`src/rtl/sipiso_alu_p.sv`:
```
// Serial-in A / parallel-in B ALU with a serial, LSB-first W+1 bit result.
// A streams in after STARTA; B may arrive before, with, or after A completes.
module sipiso_alu_p #(
  parameter int W = 4
) (
  input  logic         CLK,
  input  logic         RESET_N,
  input  logic         STARTA,
  input  logic         A,
  input  logic [1:0]   OP,
  input  logic         LOADB,
  input  logic [W-1:0] B,
  output logic         STARTC,
  output logic         C,
  output logic         BUSY
);

  localparam int            CW     = $clog2(W + 1);
  localparam logic [CW-1:0] LAST_A = CW'(W - 1);
  localparam logic [CW-1:0] LAST_C = CW'(W);

  typedef enum logic [1:0] {IDLE, SHIFT_A, WAIT_B, SHIFT_C} state_t;

  state_t        state;
  state_t        next_state;
  logic [W-1:0]  a_sr;
  logic [W-1:0]  b_reg;
  logic [W-1:0]  a_full;
  logic [W-1:0]  b_eff;
  logic [1:0]    op_reg;
  logic          b_valid;
  logic [CW-1:0] cnt;
  logic [W:0]    res_sr;
  logic [W:0]    result;
  logic          a_done;
  logic          start_c;
  logic          load_b_ok;
  logic          startc_d;
  logic          c_d;
  logic          busy_d;

  assign load_b_ok = LOADB && (state != SHIFT_C);
  assign a_done    = (state == SHIFT_A) && (cnt == LAST_A);
  // The operands are looked at one cycle early so bit 0 of C can leave
  // the very next cycle: the final A bit and a same-cycle B are bypassed.
  assign a_full    = (state == SHIFT_A) ? {A, a_sr[W-1:1]} : a_sr;
  assign b_eff     = LOADB ? B : b_reg;
  assign start_c   = (a_done && (b_valid || LOADB)) || ((state == WAIT_B) && LOADB);

  // W+1 bit arithmetic: the top bit is the carry on add and the borrow on sub.
  always_comb begin
    result = '0;
    case (op_reg)
      2'b00:   result = {1'b0, a_full} + {1'b0, b_eff};
      2'b01:   result = {1'b0, a_full} - {1'b0, b_eff};
      2'b10:   result = {1'b0, a_full & b_eff};
      default: result = {1'b0, a_full ^ b_eff};
    endcase
  end

  always_comb begin
    next_state = state;
    case (state)
      IDLE:    if (STARTA) next_state = SHIFT_A;
      SHIFT_A: if (a_done) next_state = start_c ? SHIFT_C : WAIT_B;
      WAIT_B:  if (LOADB) next_state = SHIFT_C;
      SHIFT_C: if (cnt == LAST_C) next_state = IDLE;
      default: next_state = IDLE;
    endcase
  end

  always_comb begin
    startc_d = start_c;
    c_d      = 1'b0;
    if (start_c) begin
      c_d = result[0];
    end else if ((state == SHIFT_C) && (cnt != LAST_C)) begin
      c_d = res_sr[0];
    end
    busy_d = (next_state != IDLE);
  end

  always_ff @(posedge CLK or negedge RESET_N) begin
    if (!RESET_N) begin
      state   <= IDLE;
      a_sr    <= '0;
      b_reg   <= '0;
      op_reg  <= '0;
      b_valid <= 1'b0;
      cnt     <= '0;
      res_sr  <= '0;
      STARTC  <= 1'b0;
      C       <= 1'b0;
      BUSY    <= 1'b0;
    end else begin
      state  <= next_state;
      STARTC <= startc_d;
      C      <= c_d;
      BUSY   <= busy_d;
      if (load_b_ok) begin
        b_reg   <= B;
        b_valid <= 1'b1;
      end
      case (state)
        IDLE: begin
          if (STARTA) begin
            a_sr   <= {A, a_sr[W-1:1]};
            op_reg <= OP;
            cnt    <= CW'(1);
          end
        end
        SHIFT_A: begin
          a_sr <= {A, a_sr[W-1:1]};
          cnt  <= cnt + CW'(1);
        end
        SHIFT_C: begin
          res_sr <= res_sr >> 1;
          cnt    <= cnt + CW'(1);
          if (cnt == LAST_C) begin
            cnt     <= '0;
            b_valid <= 1'b0;
          end
        end
        default: ;
      endcase
      // Bit 0 goes straight to C; the remaining bits wait in res_sr.
      if (start_c) begin
        res_sr <= result >> 1;
        cnt    <= '0;
      end
    end
  end

endmodule

```
`config.mk`:
```
export PLATFORM = sky130hd
export DESIGN_NAME = sipiso_alu_p
export DESIGN_NICKNAME = d
export VERILOG_FILES = /design/src/rtl/sipiso_alu_p.sv
export SDC_FILE = /design/constraint.sdc
export NUM_CORES = 1
export LEC_CHECK = 0
export ABC_AREA = 1
export CAP_MARGIN = 0
export CORE_UTILIZATION = 39
export CTS_BUF_LIST = sky130_fd_sc_hd__clkbuf_8
export CTS_CLUSTER_SIZE = 30
export DETAILED_ROUTE_END_ITERATION = 6
export MAX_ROUTING_LAYER = met4
export SLEW_MARGIN = 10
export SYNTH_ARGS = -nofsm -noshare
export SYNTH_HDL_FRONTEND = slang
export SYNTH_SLANG_ARGS = --single-unit
export TNS_END_PERCENT = 10
```
`constraint.sdc`:
```
create_clock -name CLK -period 4.56 [get_ports CLK]
set_input_delay 0.912 -clock CLK [delete_from_list [all_inputs] [get_ports CLK]]
set_output_delay 0.912 -clock CLK [all_outputs]
set_load 0.01 [all_outputs]
```
# == Yosys cells after proc, flatten, opt, wreduce, memory -nomap -nowiden ==
# Cells that the tools add are included.
# classes
n_reduce_logical,16
n_eq_ne,11
muxes,22
bitwise_logic,2
n_addsub,3
# ops
operator,n
case mux 5 bit (3 select lines),1
two-way mux 4 bit,3
two-way mux 5 bit,2
two-way mux 3 bit,3
case mux 3 bit (3 select lines),1
two-way mux 2 bit,4
case mux 2 bit (4 select lines),1
case mux 4 bit (2 select lines),1
"equality test 2 bit, second input constant",3
two-way mux 1 bit,6
"inequality test 3 bit, second input constant",2
AND reduction 2 bit,3
nonzero test 2 bit,3
adder 4 x 4 -> 5 bit,1
logical AND 1 bit,5
subtractor 4 x 4 -> 5 bit,1
bitwise AND 4 bit,1
"equality test 2 x 1 -> 1 bit, second input constant",2
logical NOT 2 bit,2
"inequality test 2 bit, second input constant",2
nonzero test 4 bit,1
bitwise XOR 4 bit,1
"adder 3 x 1 -> 3 bit, second input constant",1
"equality test 3 x 2 -> 1 bit, second input constant",1
2 further kinds,3
# totals
wordCells,64
reg_bits,24
inputBits,11

# == Depth between registers and ports, before layout ==
# logic_depth
ltp_word,8
ltp_mapped,14

# == Worst setup path after synthesis ==
# No wires, ideal clock.
# synth_path
path_kind,in2reg
from,input LOADB
to,register res_sr[0]
required_time_ns,4.433
stages,10
n_path_buf,0
slack_ns,1.957
arrival_ns,2.475
path_cell_list,inv_2 -> nand2_1 -> and2_2 -> ha_1 -> o21ai_0 -> fa_1 -> nand2_1 -> nand3_1 -> nor2_1 -> o22ai_1
# synth_between
elab_chain_cells,4
word_cells_on_any_way,12
classes_between,add/sub: 2; mux: 3; bitwise: 2; reduce/logical: 5
# synth_lines
element,line,rtl
"start, declared",11,"input logic LOADB,"
two-way mux 4 bit or logical OR 1 bit (tied branches),"47, 48",
subtractor 4 x 4 -> 5 bit (tied with other cells),55,"2'b01: result = {1'b0, a_full} - {1'b0, b_eff};"
case mux 5 bit (3 select lines) or logical OR 1 bit (tied branches),"53, 48",
two-way mux 5 bit or nonzero test 2 bit (tied branches),-,
"end signal, assigned",117,res_sr <= res_sr >> 1;
"end signal, assigned",128,res_sr <= result >> 1;
"end, declared",33,logic [W:0] res_sr;
# Parallel ways exist; a longest one is shown, timed or not.
# A chain may end at the register's enable or synchronous reset.

# == Worst setup path after layout ==
# Ends and elaborated chain as after synthesis.

==> out/qor.yml <==
hold_class: "flip-flop to flip-flop"
critical_path.max_fanout: 8
wl_per_cell_um: 11.4
tightest_slew_ns: 1.06
cp.arrival_ns: 3.26
post-route-min-period_ns: 3.11
path_clk_slew_ns: 0.09
cts_resized: 0
die_h_um: 66.2
grt_max_degree: 24
skew_ns: 0.00373
syn_area_um2: 1610
tns_ns: 0
cts_setup_buffers: 0
synth_seq_cells: 23
syn_area_per_cell_um2: 7.40
num_vias: 1288
io_buffers: 13
hold_violations: 0
p_leak_nw: 1.00
hold_slack_ns: 0.477
n_antenna_cell: 0
layout-drive-gt1-share_pct: 5.15
pin_count: 14
clockRootBuffer: "clkbuf_8"
overflow: 0
yosysMostFrequentCell: "nand2_1"
nets: 263
clock_sinks: 23
yosysSeqAreaShare_pct: 35.8
wl_mm: 3.21
crit_path_end_kind: "flip-flop"
max_slew_margin_pct: 29.1
grt_pass1_vias: 1253
yosys-top-cells-area: "dfrtp_1, nand2_1, ha_1, inv_1, nand3_1"
htree_levels: 1
setup_slack_ns: 1.45
setup_viol: 0
syn_to_final_growth_pct: 14.3
cts_tree: "yes"
synth_common_cells: "nand2_1, inv_1, dfrtp_1, ha_1"
hold_buffers: 0
rsz0062_at_grt: "no"
async_reset_ff_share_pct: 100
syn_inst: 217
critPathKind: "input pin to flip-flop"
initial_core_util_pct: 42.3
max_freq_ghz: 0.322
grt_first_pass_wirelength_mm: 5.60
coreArea_um2: 3800
p_per_area_nw_per_um2: 655
place_hpwl_mm: 2.54
row_count: 22
numCtsBuffers: 3
ant_nets: 0
drtIter0Drc: 60
ir_worst_vdd_uv: 230
required_ns: 4.71
total_power_w: 0.00120
die_w_um: 66.2
netlist.area_leader.share_pct: 35.8
slew_viol_final: 0
clk_latency_ns: 0.26
grtUsageTotal_pct: 17.6
dpl_worst_slack_ns: 1.16
via_per_inst: 4.58
die_area_um2: 4380
drcViolationCount: 0
finalCritPeriodShare_pct: 68.1
dr.pass1.iters: 4
start_kind: "input pin"
cts_max_path_buffers: 2
utilization_pct: 48.4
antenna_found_initial: 0
maxCapViolCount: 0
finalWeightedCongestion: 0.906
synth_cell_types: 24
yosys_warnings: 0
ys_dominant_reg_cell: "dfrtp_1"
yosysTopAreaCell: "dfrtp_1"
synth_edf_count: 0
syn-num-nets: 246
status: "complete, no violations"
## metrics by stage
step	instance area, µm²	std cells
after floorplan	1610	217
after global placement	1790	277
after detailed placement	1790	277
after CTS	1840	281
after global routing	1840	281
final	1840	281
## kinds of logic after synthesis
group | after synthesis | share of synthesized area [%]
DFF | 23 | 35.8
buffers and inverters | 46 | 10.8
xor gates and xnor gates | 3 | 1.64
and+or+nand+nor | 93 | 25.5
AOI/OAI and AO/OA | 34 | 11.7
adders and majority gates | 18 | 14.5
## power breakdown
group | leakage [nW] | switching, W | internal, W
clock network | 0.0269 | 0.0000679 | 0.0000602
logic | 0.693 | 0.000459 | 0.000284
registers | 0.280 | 0.0000474 | 0.000284
## placed cells by master, fill, tap and decap left out, types with 2 or more instances in the layout
master and count:
o211ai_1 2, inv_2 2, o21ai_0 15, ha_1 17, o21ai_1 2, nand2_1 57, dfrtp_1 23, nand2_4 3
clkdlybuf4s50_1 13, nand3_1 15, nor2_1 12, a21oi_1 7, clkbuf_8 3, o22ai_1 6, inv_1 44, xor2_1 3
## per-layer routing
layer	GRT usage, %	wire (µm)	up-vias
met5	-	0	-
met2	25.5	1330	25
met4	6.12	76	0
met3	2.59	92	6
met1	24.8	1710	546
li1	-	-	711
## critical path, cell delays in order
cell	delay, ns
clkdlybuf4s50_1	0.54
inv_2	0.14
nand2_1	0.05
and2_2	0.19
ha_1	0.29
o21ai_0	0.35
fa_1	0.48
nand2_1	0.08
nand3_1	0.07
nor2_1	0.08
o22ai_1	0.07
## final cells by class
cell class,count,area (µm²)
multi-input cells,148,857
clock inverters,1,3.75
fillers,404,1960
clock buffers,3,41.3
flip-flops and latches,23,576
repair buffers,13,130
well taps,48,60.1
inverters,45,169
## path summary, 6_finish.rpt
kind                                 startpoint               endpoint  slack [ns]  cells past startpoint
setup reg to reg             state[1]$_DFF_PN0_  res_sr[3]$_DFFE_PN0P_        2.22                      8
hold reg to reg            b_reg[1]$_DFFE_PN0P_   b_reg[1]$_DFFE_PN0P_        0.48                      2
hold / removal             b_reg[1]$_DFFE_PN0P_   b_reg[1]$_DFFE_PN0P_        0.48                      2
setup / recovery                          LOADB  res_sr[0]$_DFFE_PN0P_        1.45                     11
max in group asynchronous               RESET_N      b_valid$_DFF_PN0_        2.70                      1
min in group asynchronous               RESET_N  op_reg[0]$_DFFE_PN0P_        1.22                      1
Power figures use the tool's default switching activity.
